--- config.mk ---
export PLATFORM = sky130hd
export DESIGN_NAME = booth_product_collector
export DESIGN_NICKNAME = d
export VERILOG_FILES = /design/src/rtl/booth_product_collector.sv
export SDC_FILE = /design/constraint.sdc
export NUM_CORES = 1
export LEC_CHECK = 0
export ABC_AREA = 1
export CORE_UTILIZATION = 52
export DETAILED_ROUTE_END_ITERATION = 8
export HOLD_SLACK_MARGIN = 0.03
export PLACE_DENSITY = 0.79
export SETUP_SLACK_MARGIN = 0.1
export SLEW_MARGIN = 15
export SYNTH_ARGS = -nofsm -noshare
export SYNTH_HDL_FRONTEND = slang
export SYNTH_SLANG_ARGS = --single-unit
--- constraint.sdc ---
create_clock -name clk -period 2.4 [get_ports clk]
set_clock_uncertainty 0.05 [all_clocks]
set_input_delay 0.6 -clock clk [delete_from_list [all_inputs] [get_ports clk]]
set_output_delay 0.6 -clock clk [all_outputs]
set_load 0.1 [all_outputs]
--- src/rtl/booth_product_collector.sv ---
// ============================================================================
// Module   : booth_product_collector
// Purpose  : Pairs Booth-multiplier output halves into 10-bit products and
//            buffers them in a 2-entry FIFO with sticky error flags.
// Revision : 1.0 - initial release
// ============================================================================
`default_nettype none

module booth_product_collector (
    input  logic       clk,
    input  logic       rst,
    input  logic       done,
    input  logic       sel,
    input  logic [4:0] data_in,
    input  logic       prod_ready,
    input  logic       clr_flags,
    output logic       prod_valid,
    output logic [9:0] product,
    output logic       prod_zero,
    output logic       prod_neg,
    output logic       proto_err,
    output logic       ovf_err,
    output logic [7:0] count
);

    typedef enum logic [0:0] {
        IDLE    = 1'b0,
        HI_HELD = 1'b1
    } state_t;

    state_t      state_q, state_d;
    logic [4:0]  hi_q, hi_d;
    logic        push, proto_evt;

    logic [9:0]  mem_q [2];
    logic        wr_ptr_q, rd_ptr_q;
    logic [1:0]  occ_q, occ_d;
    logic [7:0]  count_q;
    logic        proto_q, ovf_q;

    logic        pop, full, accept, drop;
    logic [9:0]  head;

    always_ff @(posedge clk) begin
        if (rst) begin
            state_q <= IDLE;
            hi_q    <= 5'd0;
        end else begin
            state_q <= state_d;
            hi_q    <= hi_d;
        end
    end

    always_comb begin
        state_d   = state_q;
        hi_d      = hi_q;
        push      = 1'b0;
        proto_evt = 1'b0;
        if (done) begin
            case (state_q)
                IDLE: begin
                    if (!sel) begin
                        hi_d    = data_in;
                        state_d = HI_HELD;
                    end else begin
                        proto_evt = 1'b1;
                    end
                end
                HI_HELD: begin
                    if (sel) begin
                        push    = 1'b1;
                        state_d = IDLE;
                    end else begin
                        // A repeated upper half replaces the stale one.
                        hi_d      = data_in;
                        proto_evt = 1'b1;
                    end
                end
                default: state_d = IDLE;
            endcase
        end
    end

    assign pop    = (occ_q != 2'd0) && prod_ready;
    assign full   = (occ_q == 2'd2);
    // When full, a same-cycle pop frees the slot the write pointer targets.
    assign accept = push && (!full || pop);
    assign drop   = push && full && !pop;

    always_comb begin
        occ_d = occ_q;
        if (accept && !pop)
            occ_d = occ_q + 2'd1;
        else if (!accept && pop)
            occ_d = occ_q - 2'd1;
    end

    always_ff @(posedge clk) begin
        if (rst) begin
            mem_q[0] <= 10'd0;
            mem_q[1] <= 10'd0;
            wr_ptr_q <= 1'b0;
            rd_ptr_q <= 1'b0;
            occ_q    <= 2'd0;
            count_q  <= 8'd0;
            proto_q  <= 1'b0;
            ovf_q    <= 1'b0;
        end else begin
            if (accept) begin
                mem_q[wr_ptr_q] <= {hi_q, data_in};
                wr_ptr_q        <= ~wr_ptr_q;
                count_q         <= count_q + 8'd1;
            end
            if (pop)
                rd_ptr_q <= ~rd_ptr_q;
            occ_q <= occ_d;
            if (proto_evt)
                proto_q <= 1'b1;
            else if (clr_flags)
                proto_q <= 1'b0;
            if (drop)
                ovf_q <= 1'b1;
            else if (clr_flags)
                ovf_q <= 1'b0;
        end
    end

    assign head       = mem_q[rd_ptr_q];
    assign prod_valid = (occ_q != 2'd0);
    assign product    = head;
    assign prod_zero  = prod_valid && (head == 10'd0);
    assign prod_neg   = head[9];
    assign proto_err  = proto_q;
    assign ovf_err    = ovf_q;
    assign count      = count_q;

endmodule

`default_nettype wire

==> flow_metrics.tcl, run 1 <==
set metrics [dict create \
    rows 21 \
    fin_cells 317 \
    r2r-start "state_q" \
    muxShareOfSynthArea_pct 0 \
    ys.flop_type "dfxtp_1" \
    cts_tree "built" \
    yosys.area_share.simple_pct 21.40 \
    clock_path_buffers 2 \
    whs_ns 0.4258 \
    ys_seq_area_share_pct 53.40 \
    antenna_found_initial 0 \
    setup_viol 0 \
    worstMarginPinSlew_ns 0.3259 \
    syn-num-nets 239 \
    required_ns 1.75 \
    root_buffer "clkbuf_4" \
    syn_inst 225 \
    leakagePower_nw 1.110 \
    nFillCells 234 \
    drtPass1Iterations 4 \
    gp_congestion 0.7340 \
    slew_violations 0 \
    layout-drive-gt1-share_pct 26.94 \
    fin_total_pwr_mw 1.802 \
    grt_pass1_wl_mm 5.809 \
    maxSlewHeadroom_pct 78.24 \
    syn_to_final_growth_pct 34.42 \
    synth-compound-area-share_pct 10.34 \
    io_pins 34 \
    status "completed" \
    avgSynthCellArea_um2 8.497 \
    yosys.cell_types.count 26 \
    max_clock_freq_mhz 440.8 \
    yosys_register_bits 41 \
    cts-buffers-inserted 5 \
    grt_setup_unrepaired "yes" \
    yosysWarnings 0 \
    dp.final_hpwl_mm 2.530 \
    wl_mm 3.345 \
    setup_tns_ns 0 \
    dp.cells 306 \
    clk_pin_slew_ns 0.12 \
    worstSetupPathType "reg2out" \
    wl_per_cell_um 10.55 \
    nets 284 \
    cp.arrival_ns 1.62 \
    start_kind "flop" \
    grt_overflow 0 \
    die_area_mm2 0.003923 \
    ir_drop_mv 0.4651 \
    core_area_mm2 0.003416 \
    gr-usage-all-layers_pct 18.98 \
    insertion_delay_ns 0.34 \
    synth_fa_ha_area_share_pct 1.963 \
    synth_enable_flop_cells 20 \
    drc 0 \
    final_antenna_net_count 0 \
    p_per_area_mw_per_mm2 701.1 \
    drt_iter0_markers 48 \
    cp-end-kind "output pin" \
    die_height_um 62.64 \
    synthArstFlopShare_pct 0 \
    regArea_mm2 0.001025 \
    cts.sinks 41 \
    layout_min_cycle_time_ns 2.269 \
    grt_pass1_vias 1418 \
    max-cap-violations 0 \
    hold_buffers 0 \
    synth_xor_area_share_pct 0.4581 \
    initial_core_util_pct 55.97 \
    final_common_cell "nand2_1" \
    htreeDepth 2 \
    io_buffers 33 \
    hold_path.startpoint "count[4]" \
    syn_area_mm2 0.001912 \
    synth_top_family_by_area "simple AND/OR/NAND/NOR gates" \
    multi_input_area_um2 695.7 \
    period_share_pct 94.53 \
    die_w_um 62.64 \
    insertedDiodeCount 0 \
    hold_path_class "reg2reg" \
    layout.cells.most_common_list "41 x nand2_1, 39 x inv_1, 25 x nor2_1" \
    cp_max_fo 10 \
    hold_viol 0 \
    vias_per_cell 4.703 \
    grt_max_degree 20 \
    vias 1491 \
]
==> cells by family (layout without fill, tap and decap cells) <==
| kind of cell | count (synthesis) | after routing |
|---|---|---|
| and+or+nand+nor | 89 | 89 |
| buffers and inverters | 52 | 98 |
| DFF | 41 | 41 |
| AOI/OAI and AO/OA | 39 | 39 |
| adders and majority gates | 3 | 3 |
| xor gates and xnor gates | 1 | 1 |
==> layer usage <==
layer / global-route usage, % / up-vias / wire [um] / share of wire [%]
met5: 0 / - / 0 / 0
met4: 7.849 / 0 / 63 / 1.9
met3: 4.927 / 7 / 154 / 4.6
met2: 35.73 / 40 / 1735 / 52
met1: 19.64 / 653 / 1392 / 42
li1: - / 791 / - / -
==> synthesized netlist by cell type (2+ instances only) <==
master    number  share of area (%)
inv_2          2               0.39
o21ai_0       15                3.9
nand3_1        4                1.0
edfxtp_1      20                 31
buf_6          4                2.4
inv_1         41                8.0
nand2_1       41                8.0
ha_1           3                2.0
nor2_2        11                3.6
o21ai_1        5                1.3
dfxtp_1       21                 22
a21oi_1       18                4.7
buf_2          2               0.52
nor2_1        26                5.1
==> state kept, by name, summed over array words and instances (netlist names), named ones only <==
register,cells
rd_ptr_q,1
proto_err,1
mem_q,20
count,8
state_q,1
hi_q,5
wr_ptr_q,1
ovf_err,1
occ_q,2
==> where the power goes <==
group / internal, mW / switching [mW]
logic: 0.200 / 0.397
registers: 0.763 / 0.0173
clock network: 0.217 / 0.207
total: 1.18 / 0.621
==> through the flow <==
| step | area, um^2 | worst slack [ns] | util [%] |
|---|---|---|---|
| CTS | 2570 | 0.1173 | 75.24 |
| global route | 2570 | 0.05093 | 75.24 |
| finish | 2570 | 0.1313 | 75.24 |
| detailed placement | 2429 | 0.05766 | 71.10 |
| floorplan | 1931 | 0.1080 | - |
| global placement | 2429 | 0.07690 | 71.10 |
==> path summary, 6_finish.rpt <==
kind | endpoint | slack, ns | cells past startpoint
max | prod_zero | 0.13 | 7
min | count[4] | 0.43 | 2
max reg2reg | occ_q[1] | 0.79 | 10
min reg2reg | count[4] | 0.43 | 2
==> layout make-up <==
cell class / count / share of cell area (%)
Sequential cell: 41 / 39.87
Multi-Input combinational cell: 132 / 27.07
Timing Repair Buffer: 45 / 21.08
Inverter: 45 / 6.816
Tap cell: 46 / 2.240
Clock buffer: 6 / 1.607
Clock inverter: 2 / 1.315
==> critical path, cell delays in order, from the launching register on <==
cell and delay, ns:
dfxtp_4 0.38, buf_6 0.14, o21ai_2 0.15, nand2_1 0.07, nor2_1 0.14, nand3_2 0.11
nor2_4 0.11, buf_12 0.18
==> timing repair <==
item	4_1_cts	5_1_grt
resized for setup	11	1
setup endpoints to repair	3	1
endpoints found under the hold margin	0	0
setup buffers	3	0
pin swaps	3	0
No activity file was read; power rests on OpenSTA's default activity.
==> inputs of run 2 (changes only) <==
- CELL_PAD_IN_SITES_DETAIL_PLACEMENT: unset -> 1
- CELL_PAD_IN_SITES_GLOBAL_PLACEMENT: unset -> 2
- CORE_UTILIZATION: 52 -> 31
- PLACE_DENSITY: 0.79 -> unset
- PLACE_DENSITY_LB_ADDON: unset -> 0.1
==> flow_metrics.tcl, run 2 (synthesized netlist as in run 1, its figures left out) <==
set metrics [dict create \
    clk_pin_slew_ns 0.08 \
    drt_iter0_markers 56 \
    cts-buffers-inserted 5 \
    core_area_mm2 0.005921 \
    hold_viol 0 \
    leakagePower_nw 1.138 \
    worstMarginPinSlew_ns 0.2801 \
    layout-drive-gt1-share_pct 28.04 \
    wl_per_cell_um 11.83 \
    critPathMaxStageDelay_ns 0.36 \
    slew_violations 0 \
    clock_path_buffers 2 \
    worstSetupPathType "reg2out" \
    gp_congestion 0.6820 \
    root_buffer "clkbuf_8" \
    cp_max_fo 9 \
    maxSlewHeadroom_pct 81.48 \
    cp-end-kind "output pin" \
    hold_buffers 0 \
    grt_pass1_wl_mm 6.927 \
    io_buffers 33 \
    rows 28 \
    max_clock_freq_mhz 448.6 \
    layout.cells.most_common_list "41 x nand2_1, 39 x inv_1, 25 x nor2_1, 20 x dfxtp_1, 20 x edfxtp_1" \
    nets 284 \
    grt_setup_unrepaired "no" \
    insertedDiodeCount 0 \
    cts.sinks 41 \
    critPathTopFamily "buffers and inverters" \
    cts_tree "built" \
    ir_drop_mv 0.3074 \
    regMostFlops "mem_q" \
    largest_reg_flops 20 \
    period_share_pct 92.88 \
    gr-usage-all-layers_pct 14.29 \
    grt_max_degree 18 \
    final_antenna_net_count 0 \
    initial_core_util_pct 32.29 \
    htreeDepth 2 \
    required_ns 1.75 \
    die_height_um 80.53 \
    syn_to_final_growth_pct 40.25 \
    critPathBufInv 3 \
    wl_mm 4.093 \
    vias 1539 \
    nFillCells 697 \
    grt_overflow 0 \
    antenna_found_initial 0 \
    io_pins 34 \
    grt_pass1_vias 1542 \
    p_per_area_mw_per_mm2 732.9 \
    whs_ns 0.4155 \
    hold_path_class "reg2reg" \
    fin_cells 346 \
    status "completed" \
    insertion_delay_ns 0.29 \
    die_area_mm2 0.006485 \
    cp.arrival_ns 1.58 \
    layout_min_cycle_time_ns 2.229 \
    vias_per_cell 4.448 \
    dp.final_hpwl_mm 3.079 \
    critPathSlowestCell "dfxtp_4" \
    dp.cells 336 \
    cp_common_cell "buf_12" \
    setup_tns_ns 0 \
    die_w_um 80.53 \
    max-cap-violations 0 \
    drtPass1Iterations 3 \
    setup_viol 0 \
    final_common_cell "nand2_1" \
    start_kind "flop" \
    drc 0 \
    path_cells "buf_12 > buf_4 > o21ai_2 > nand3_1 > nor2_4 > buf_12" \
]
==> run 2: path summary, 6_finish.rpt <==
path              slack [ns]  cells past startpoint        end      start
hold reg to reg         0.42                      2  proto_err  proto_err
setup / recovery        0.17                      6  prod_zero       flop
hold / removal          0.42                      2  proto_err  proto_err
setup reg to reg        0.75                     10   occ_q[1]    state_q
==> run 2: per-layer routing <==
metal	up-vias	global-route usage, %	routed length (um)
met5	-	0	0
met4	0	4.821	53
met3	5	3.409	122
met2	27	25.59	2125
met1	717	16.49	1791
li1	790	-	-
==> run 2: power breakdown <==
group / switching [mW] / internal (mW)
registers: 0.0165 / 0.763
logic: 0.410 / 0.208
clock network: 0.229 / 0.339
==> run 2: through the flow <==
stage | util (%) | worst slack, ns | area [um^2] | total power, mW
2_1_floorplan | - | 0.1080 | 1931 | 1.183
3_3_place_gp | 41.97 | 0.06722 | 2485 | 1.378
3_5_place_dp | 41.97 | 0.01075 | 2485 | 1.380
4_1_cts | 44.00 | 0.1183 | 2605 | 1.954
5_1_grt | 45.29 | 0.08458 | 2681 | 2.054
6_report | 45.29 | 0.1710 | 2681 | 1.965
==> run 2: area by class of cell <==
| cell class | instances | area [um^2] | share of cell area, % |
|---|---|---|---|
| inverters | 45 | 175.2 | 6.533 |
| repair buffers | 45 | 554.3 | 20.67 |
| flip-flops and latches | 41 | 1025 | 38.22 |
| clock buffers | 7 | 86.33 | 3.220 |
| well taps | 75 | 93.84 | 3.500 |
| multi-input cells | 132 | 716.9 | 26.74 |
| clock inverters | 1 | 30.03 | 1.120 |
==> run 2: repair_timing <==
action / CTS / global route
pin swaps: 0 / 4
gates resized for setup: 4 / 14
setup endpoints to repair: 5 / 1
setup buffers: 0 / 2
==> run 2: worst register-to-register path: cells and delay by family, from the launching register on <==
family	cells	cell delay (ns)
flip-flops	1	0.32
AO/OA/AOI/OAI	2	0.22
buffers and inverters	2	0.10
AND/OR/NAND/NOR	4	0.55
adder cells (fa/ha/maj)	2	0.35
